<file path="src/rtl/shift_register_reader_if.sv">
// Bus bundle between the shift-register reader and its user/external 74HC165 pins.
// slave = the reader itself, master = the logic driving it.
interface shift_register_reader_if #(
  parameter int WIDTH = 8
);
  logic             i_clk_stb;
  logic             i_start_stb;
  logic             o_busy;
  logic             i_serial_data;
  logic             o_serial_load_n;
  logic             o_serial_clk;
  logic [WIDTH-1:0] o_parallel_data;
  logic             o_data_valid;

  modport slave (
    input  i_clk_stb, i_start_stb, i_serial_data,
    output o_busy, o_serial_load_n, o_serial_clk, o_parallel_data, o_data_valid
  );

  modport master (
    output i_clk_stb, i_start_stb, i_serial_data,
    input  o_busy, o_serial_load_n, o_serial_clk, o_parallel_data, o_data_valid
  );
endinterface

</file>
<file path="src/rtl/shift_register_reader.sv">
// Serial-in/parallel-out reader for a 74HC165-style parallel-load shift register.
// state    | meaning
// IDLE     | waiting for start, load_n=1, sclk=0
// LOAD     | load_n held low for one strobe period
// SAMPLE   | sclk low, capture Q7 on next strobe
// CLK_HIGH | sclk high, external register shifts on the rising edge
module shift_register_reader #(
  parameter int WIDTH     = 8,
  parameter bit MSB_FIRST = 1'b1
) (
  input  logic                   i_clk,
  input  logic                   i_reset_n,
  shift_register_reader_if.slave bus
);
  localparam int            CW       = $clog2(WIDTH);
  localparam logic [CW-1:0] LAST_BIT = CW'(WIDTH - 1);

  typedef enum logic [1:0] {IDLE, LOAD, SAMPLE, CLK_HIGH} state_e;

  state_e           state_q, state_d;
  logic             load_n_q, load_n_d;
  logic             sclk_q, sclk_d;
  logic             busy_q, busy_d;
  logic             valid_q, valid_d;
  logic [WIDTH-1:0] data_q, data_d;
  logic [WIDTH-1:0] shreg_q, shreg_d;
  logic [CW-1:0]    cnt_q, cnt_d;

  always_ff @(posedge i_clk or negedge i_reset_n) begin
    if (!i_reset_n) begin
      state_q  <= IDLE;
      load_n_q <= 1'b1;
      sclk_q   <= 1'b0;
      busy_q   <= 1'b0;
      valid_q  <= 1'b0;
      data_q   <= '0;
      shreg_q  <= '0;
      cnt_q    <= '0;
    end else begin
      state_q  <= state_d;
      load_n_q <= load_n_d;
      sclk_q   <= sclk_d;
      busy_q   <= busy_d;
      valid_q  <= valid_d;
      data_q   <= data_d;
      shreg_q  <= shreg_d;
      cnt_q    <= cnt_d;
    end
  end

  always_comb begin
    state_d  = state_q;
    load_n_d = load_n_q;
    sclk_d   = sclk_q;
    busy_d   = busy_q;
    valid_d  = 1'b0;
    data_d   = data_q;
    shreg_d  = shreg_q;
    cnt_d    = cnt_q;

    unique case (state_q)
      IDLE: begin
        // A strobe coinciding with start is ignored so load_n spans a full period.
        if (bus.i_start_stb) begin
          state_d  = LOAD;
          load_n_d = 1'b0;
          busy_d   = 1'b1;
        end
      end
      LOAD: begin
        if (bus.i_clk_stb) begin
          state_d  = SAMPLE;
          load_n_d = 1'b1;
          cnt_d    = '0;
        end
      end
      SAMPLE: begin
        if (bus.i_clk_stb) begin
          if (MSB_FIRST) shreg_d = {shreg_q[WIDTH-2:0], bus.i_serial_data};
          else           shreg_d = {bus.i_serial_data, shreg_q[WIDTH-1:1]};
          if (cnt_q == LAST_BIT) begin
            state_d = IDLE;
            data_d  = shreg_d;
            valid_d = 1'b1;
            busy_d  = 1'b0;
          end else begin
            state_d = CLK_HIGH;
            sclk_d  = 1'b1;
          end
        end
      end
      CLK_HIGH: begin
        if (bus.i_clk_stb) begin
          state_d = SAMPLE;
          sclk_d  = 1'b0;
          cnt_d   = cnt_q + CW'(1);
        end
      end
      default: state_d = IDLE;
    endcase
  end

  assign bus.o_busy          = busy_q;
  assign bus.o_serial_load_n = load_n_q;
  assign bus.o_serial_clk    = sclk_q;
  assign bus.o_parallel_data = data_q;
  assign bus.o_data_valid    = valid_q;
endmodule

</file>
<file path="src/flat_wrapper.sv">
// flat-port wrapper written by rule: the top's interface ports become plain ports
module shift_register_reader_flat 
#(
  parameter int WIDTH     = 8,
  parameter bit MSB_FIRST = 1'b1
)
  (i_clk, i_reset_n, bus_i_clk_stb, bus_i_start_stb, bus_i_serial_data, bus_o_busy, bus_o_serial_load_n, bus_o_serial_clk, bus_o_parallel_data, bus_o_data_valid);
  shift_register_reader_if #(.WIDTH(WIDTH)) bus_i ();
  input  logic i_clk;
  input  logic i_reset_n;
  input wire logic [$bits(bus_i.i_clk_stb)-1:0] bus_i_clk_stb;
  input wire logic [$bits(bus_i.i_start_stb)-1:0] bus_i_start_stb;
  input wire logic [$bits(bus_i.i_serial_data)-1:0] bus_i_serial_data;
  output wire logic [$bits(bus_i.o_busy)-1:0] bus_o_busy;
  output wire logic [$bits(bus_i.o_serial_load_n)-1:0] bus_o_serial_load_n;
  output wire logic [$bits(bus_i.o_serial_clk)-1:0] bus_o_serial_clk;
  output wire logic [$bits(bus_i.o_parallel_data)-1:0] bus_o_parallel_data;
  output wire logic [$bits(bus_i.o_data_valid)-1:0] bus_o_data_valid;
  assign bus_i.i_clk_stb = bus_i_clk_stb;
  assign bus_i.i_start_stb = bus_i_start_stb;
  assign bus_i.i_serial_data = bus_i_serial_data;
  assign bus_o_busy = bus_i.o_busy;
  assign bus_o_serial_load_n = bus_i.o_serial_load_n;
  assign bus_o_serial_clk = bus_i.o_serial_clk;
  assign bus_o_parallel_data = bus_i.o_parallel_data;
  assign bus_o_data_valid = bus_i.o_data_valid;
  shift_register_reader #(.WIDTH(WIDTH), .MSB_FIRST(MSB_FIRST)) u_core (.i_clk(i_clk), .i_reset_n(i_reset_n), .bus(bus_i));
endmodule
</file>
<file path="config.mk">
export PLATFORM = sky130hd
export DESIGN_NAME = shift_register_reader_flat
export DESIGN_NICKNAME = d
export VERILOG_FILES = /design/src/rtl/shift_register_reader_if.sv /design/src/rtl/shift_register_reader.sv /design/src/flat_wrapper.sv
export SDC_FILE = /design/constraint.sdc
export NUM_CORES = 1
export LEC_CHECK = 0
export CAP_MARGIN = 25
export CORE_ASPECT_RATIO = 0.75
export CORE_MARGIN = 10
export CORE_UTILIZATION = 35
export DETAILED_ROUTE_END_ITERATION = 10
export PLACE_DENSITY_LB_ADDON = 0.05
export SYNTH_ARGS = -nofsm -noshare
export SYNTH_HDL_FRONTEND = slang
export SYNTH_SLANG_ARGS = --single-unit
</file>
<file path="constraint.sdc">
create_clock -name i_clk -period 1.3 [get_ports i_clk]
set_input_delay 0.26 -clock i_clk [delete_from_list [all_inputs] [get_ports i_clk]]
set_output_delay 0.26 -clock i_clk [all_outputs]
set_load 0.01 [all_outputs]
</file>
# Yosys cells after proc, flatten, opt, wreduce, memory -nomap -nowiden
# Index checks and enable logic that the tools add are counted.
[classes]
n_mux = 22
n_eq_ne = 11
add_sub_neg = 1
n_reduce_logical = 13
[ops]
columns = ["cell", "count"]
rows = [
  ["$reduce_and A3 Y1", 4],
  ["$mux W1", 11],
  ["$ne A2 B2 Y1 const B", 5],
  ["$mux W2", 4],
  ["$reduce_and A4 Y1", 2],
  ["$reduce_bool A2 Y1", 4],
  ["$mux W3", 2],
  ["$pmux W1 S2", 3],
  ["$pmux W2 S3", 1],
  ["$pmux W3 S2", 1],
  ["$eq A2 B2 Y1 const B", 2],
  ["$ne A2 B1 Y1 const B", 2],
  ["$add A3 B1 Y3 const B", 1],
  ["$eq A3 B3 Y1 const B", 1],
  ["$eq A2 B1 Y1 const B", 1],
  ["$logic_not A2 Y1", 1],
  ["$reduce_and A2 Y1", 1],
  ["$reduce_or A2 Y1", 1],
]
[totals]
ff_bits = 24
in_bits = 5
wordCells = 55
output_inout_bits = 12

# Longest topological paths before layout
[logic_depth]
depth_word = 4
ltp_mapped = 5
ltp_nobuf = 5

# Worst setup path before layout
# Ideal clock, no wire load.
[synth_path]
kind = "register to register"
startpoint = "register u_core.cnt_q[0]"
endpoint = "register u_core.data_q[0], in the netlist u_core.bus.o_parallel_data[0]"
slack_ps = -104
required_ps = 1175
synth_period_minus_slack_ps = 1404
path_stages_with_launch = 5
setup_ps = 125
t_arrival_ps = 1279
n_path_buf = 0
cell_sequence = "dfrtp_1 ha_1 ha_1 nand4_4 mux2_2"
[synth_between]
elab_chain_cells = 2
[synth_lines]
columns = ["element", "line_no", "text"]
rows = [
  ["start: declaration", "shift_register_reader.sv:27", "logic [CW-1:0] cnt_q, cnt_d;"],
  ["start signal: assignment", "shift_register_reader.sv:47", "cnt_q <= cnt_d;"],
  ["$eq A3 B3 Y1", "shift_register_reader.sv:81", "if (cnt_q == LAST_BIT) begin"],
  ["$reduce_and A3 Y1 (no line)", "--", ""],
  ["end signal: assignment", "shift_register_reader.sv:45", "data_q <= data_d;"],
  ["end: declaration", "shift_register_reader.sv:25", "logic [WIDTH-1:0] data_q, data_d;"],
]
# Every way passes these cells.
# A chain may end at the register's enable or synchronous reset.

# Worst setup path after layout
[layout_path]
startpoint = "register u_core.cnt_q[0]"
endpoint = "register u_core.data_q[3], in the netlist u_core.bus.o_parallel_data[3]"
# Same word-level chain as after synthesis.

==> metrics.cfg <==
[logic_synthesis]
synth_xor_area_share_pct = 0
syn_avg_cell_area_um2 = 13.29
yosysSeqAreaShare_pct = 61.20
synthTopCellsByArea = dfrtp_1 (59%), mux2_2 (16%), nand2_1 (4.2%)
yosys.area_share.simple_pct = 9.415
synth_top_area_share_pct = 58.52
synthAdderAreaFrac_pct = 3.817
synth_top_family_by_area = multiplexers
synthMuxAreaShare_pct = 17.18
ys_types = 17
yosysTopAreaCell = dfrtp_1
synth_compound_area_share_pct = 5.725
netlist_area_um2 = 983.4
yosys_register_bits = 24
syn_inst = 74
synth_nets = 82
yosysWarnings = 0

[floorplan]
core_area_um2 = 2643
ios = 17
dieHeight_um = 65.91
dieWidth_um = 81.21
initial_core_util_pct = 37.22
row_count = 16
fp.dieArea_um2 = 5352

[setup_path]
worst-setup-path-type = reg -> reg
crit_path_end_kind = register
cpLargestDelayFamily = flip-flops
crit_arrival_ns = 1.51
cp_slowest_cell = dfrtp_1
cp-start-kind = register
critPathMaxStageDelay_ns = 0.42
required_ns = 1.46
worstPathCellList = ha_4 > ha_4 > nand4_4 > mux2_2
reg2reg_slack_ns = -0.05
cp_max_fo = 5
timing.critical_path.mode_cell = ha_4
cp_num_buf_inv = 0

[clock_network]
path_clk_slew_ns = 0.08
cts_tree = yes
cts-buffers-inserted = 3
holdBufCountCts = 0
clk_latency_ns = 0.27
cts_max_level = 1
clock_sinks = 24
cts-root-buf = clkbuf_8
cts_buffer_depth = 2

[timing]
skew_ns = 0.002287
hold_viol_final = 0
setup-violations-final = 5
setup_tns_ns = -0.2037
min_period_over_period_pct = 103.9
fmax_mhz = 740.2
maxSlewViolCount = 0
slew_headroom_pct = 74.07
grt_setup_unrepaired = yes
period_needed_ns = 1.351
tightest_slew_ns = 0.3889
setup_slack_ns = -0.05096

[route]
via_count = 647
via_per_inst = 4.757
ant_nets = 0
drt_iter0_markers = 21
drt_wl_total_um = 1926
wire_per_inst_um = 14.16
dr.pass1.iters = 2
route.detailed.drc = 0

[cells_and_area]
fill_cells = 249
area_growth_syn_to_layout_pct = 34.86
multiInputGateArea_um2 = 420.4
drive_above_1_share_pct = 34.00
layout.nets = 109
antenna_cells = 0
utilization_pct = 50.19
seqCellArea_um2 = 601.8

[placed_design]
pre_cts_ws_ns = -0.3402
hpwl_um = 1308
io_buffers = 16
place.gp.congestion = 0.7295

[power_and_ir_drop]
peakVddDrop_mv = 0.6433
p_leak_nw = 0.6711
power_w = 0.002707
power_per_cell_area_nw_per_um2 = 2041

[grt]
grt_max_degree = 17
overflow = 0
grt_pass1_wl_um = 3029
track_usage_pct = 7.576
grt_pass1_vias = 636
antenna_found_initial = 0

[outcome]
status = finished with violations
violations = negative setup slack

[min_path]
hold_class = in -> async

[run]
drv_cap = 0

cell usage after synthesis:
cell type  instances
a21oi_1            3
buf_4              2
dfrtp_1           23
dfstp_2            1
ha_1               3
inv_1              2
inv_2              1
mux2_1             1
mux2_2            14
nand2_1           11
nand2b_1           2
nand3_2            1
nand4_4            1
nor2_1             2
o21a_1             1
o21ai_0            5
o22a_1             1
cell usage in the layout, fill, tap and decap left out:
cell type,n
dfrtp_1,23
mux2_2,10
inv_2,1
clkdlybuf4s50_1,3
nand3_2,1
o22a_1,1
nor2_1,2
a21oi_1,3
ha_4,2
buf_2,1
nand2_1,11
nand4_4,2
o21a_1,1
nand2b_1,2
inv_1,2
mux2_4,5
dlygate4sd2_1,12
buf_4,7
ha_1,1
dfstp_2,1
clkbuf_8,4
o21ai_0,5
flip-flops by register name (all words and copies together) (netlist names):
name and count:
u_core.bus.o_parallel_data 8, u_core.shreg_q 7, u_core.cnt_q 3, u_core.state_q 2, u_core.bus.o_busy 1, u_core.bus.o_data_valid 1
u_core.bus.o_serial_clk 1, u_core.bus.o_serial_load_n 1
cells by family after synthesis:
kind of cell | Yosys count
DFF | 24
and+or+nand+nor | 17
muxes | 15
AOI/OAI and AO/OA | 10
buffers and inverters | 5
adders and majority gates | 3
routing by layer:
metal	wire [um]	GRT usage, %	share of wire, %	vias up
met3	171	4.891	8.9	4
li1	-	-	-	310
met1	862	8.511	45	317
met4	32	3.879	1.7	0
met2	860	10.81	45	16
met5	0	0	0	-
timing repair:
item                                    4_1_cts  5_1_grt
resized for setup                            16        7
gates cloned                                  1        0
pin swaps                                     1        1
buffers inserted                              1        1
endpoints found under the setup margin       20       10
power by group:
part           total, W  leakage, nW  internal [W]  switching [W]
registers       0.00125        0.298       0.00105       0.000207
logic          0.000949        0.345      0.000547       0.000402
clock network  0.000506       0.0288      0.000271       0.000236
metrics by stage:
step,hold WS [ns],cell area (um^2),std cells
6_report,0.3008,1326,136
3_5_place_dp,0.4805,1226,129
5_1_grt,0.3243,1326,136
3_3_place_gp,0.4776,1226,129
4_1_cts,0.3003,1291,135
2_1_floorplan,-0.03559,998.5,74
final timing paths:
kind / start / to / depth (start not counted)
max in group asynchronous: i_reset_n / u_core.shreg_q[0] / 2
setup reg to reg: u_core.cnt_q[0] / u_core.bus.o_parallel_data[3] / 4
hold reg to reg: u_core.bus.o_serial_clk / u_core.bus.o_serial_clk / 1
hold / removal: i_reset_n / u_core.bus.o_parallel_data[7] / 2
min in group i_clk: u_core.bus.o_serial_clk / u_core.bus.o_serial_clk / 1
setup / recovery: u_core.cnt_q[0] / u_core.bus.o_parallel_data[3] / 4
layout make-up:
class                           instances  share of cell area, %
Clock buffer                            4                  4.151
Inverter                                3                 0.8491
Multi-Input combinational cell         46                  31.70
Sequential cell                        24                  45.38
Tap cell                               36                  3.396
Timing Repair Buffer                   23                  14.53
(Power assumes the default switching activity.)
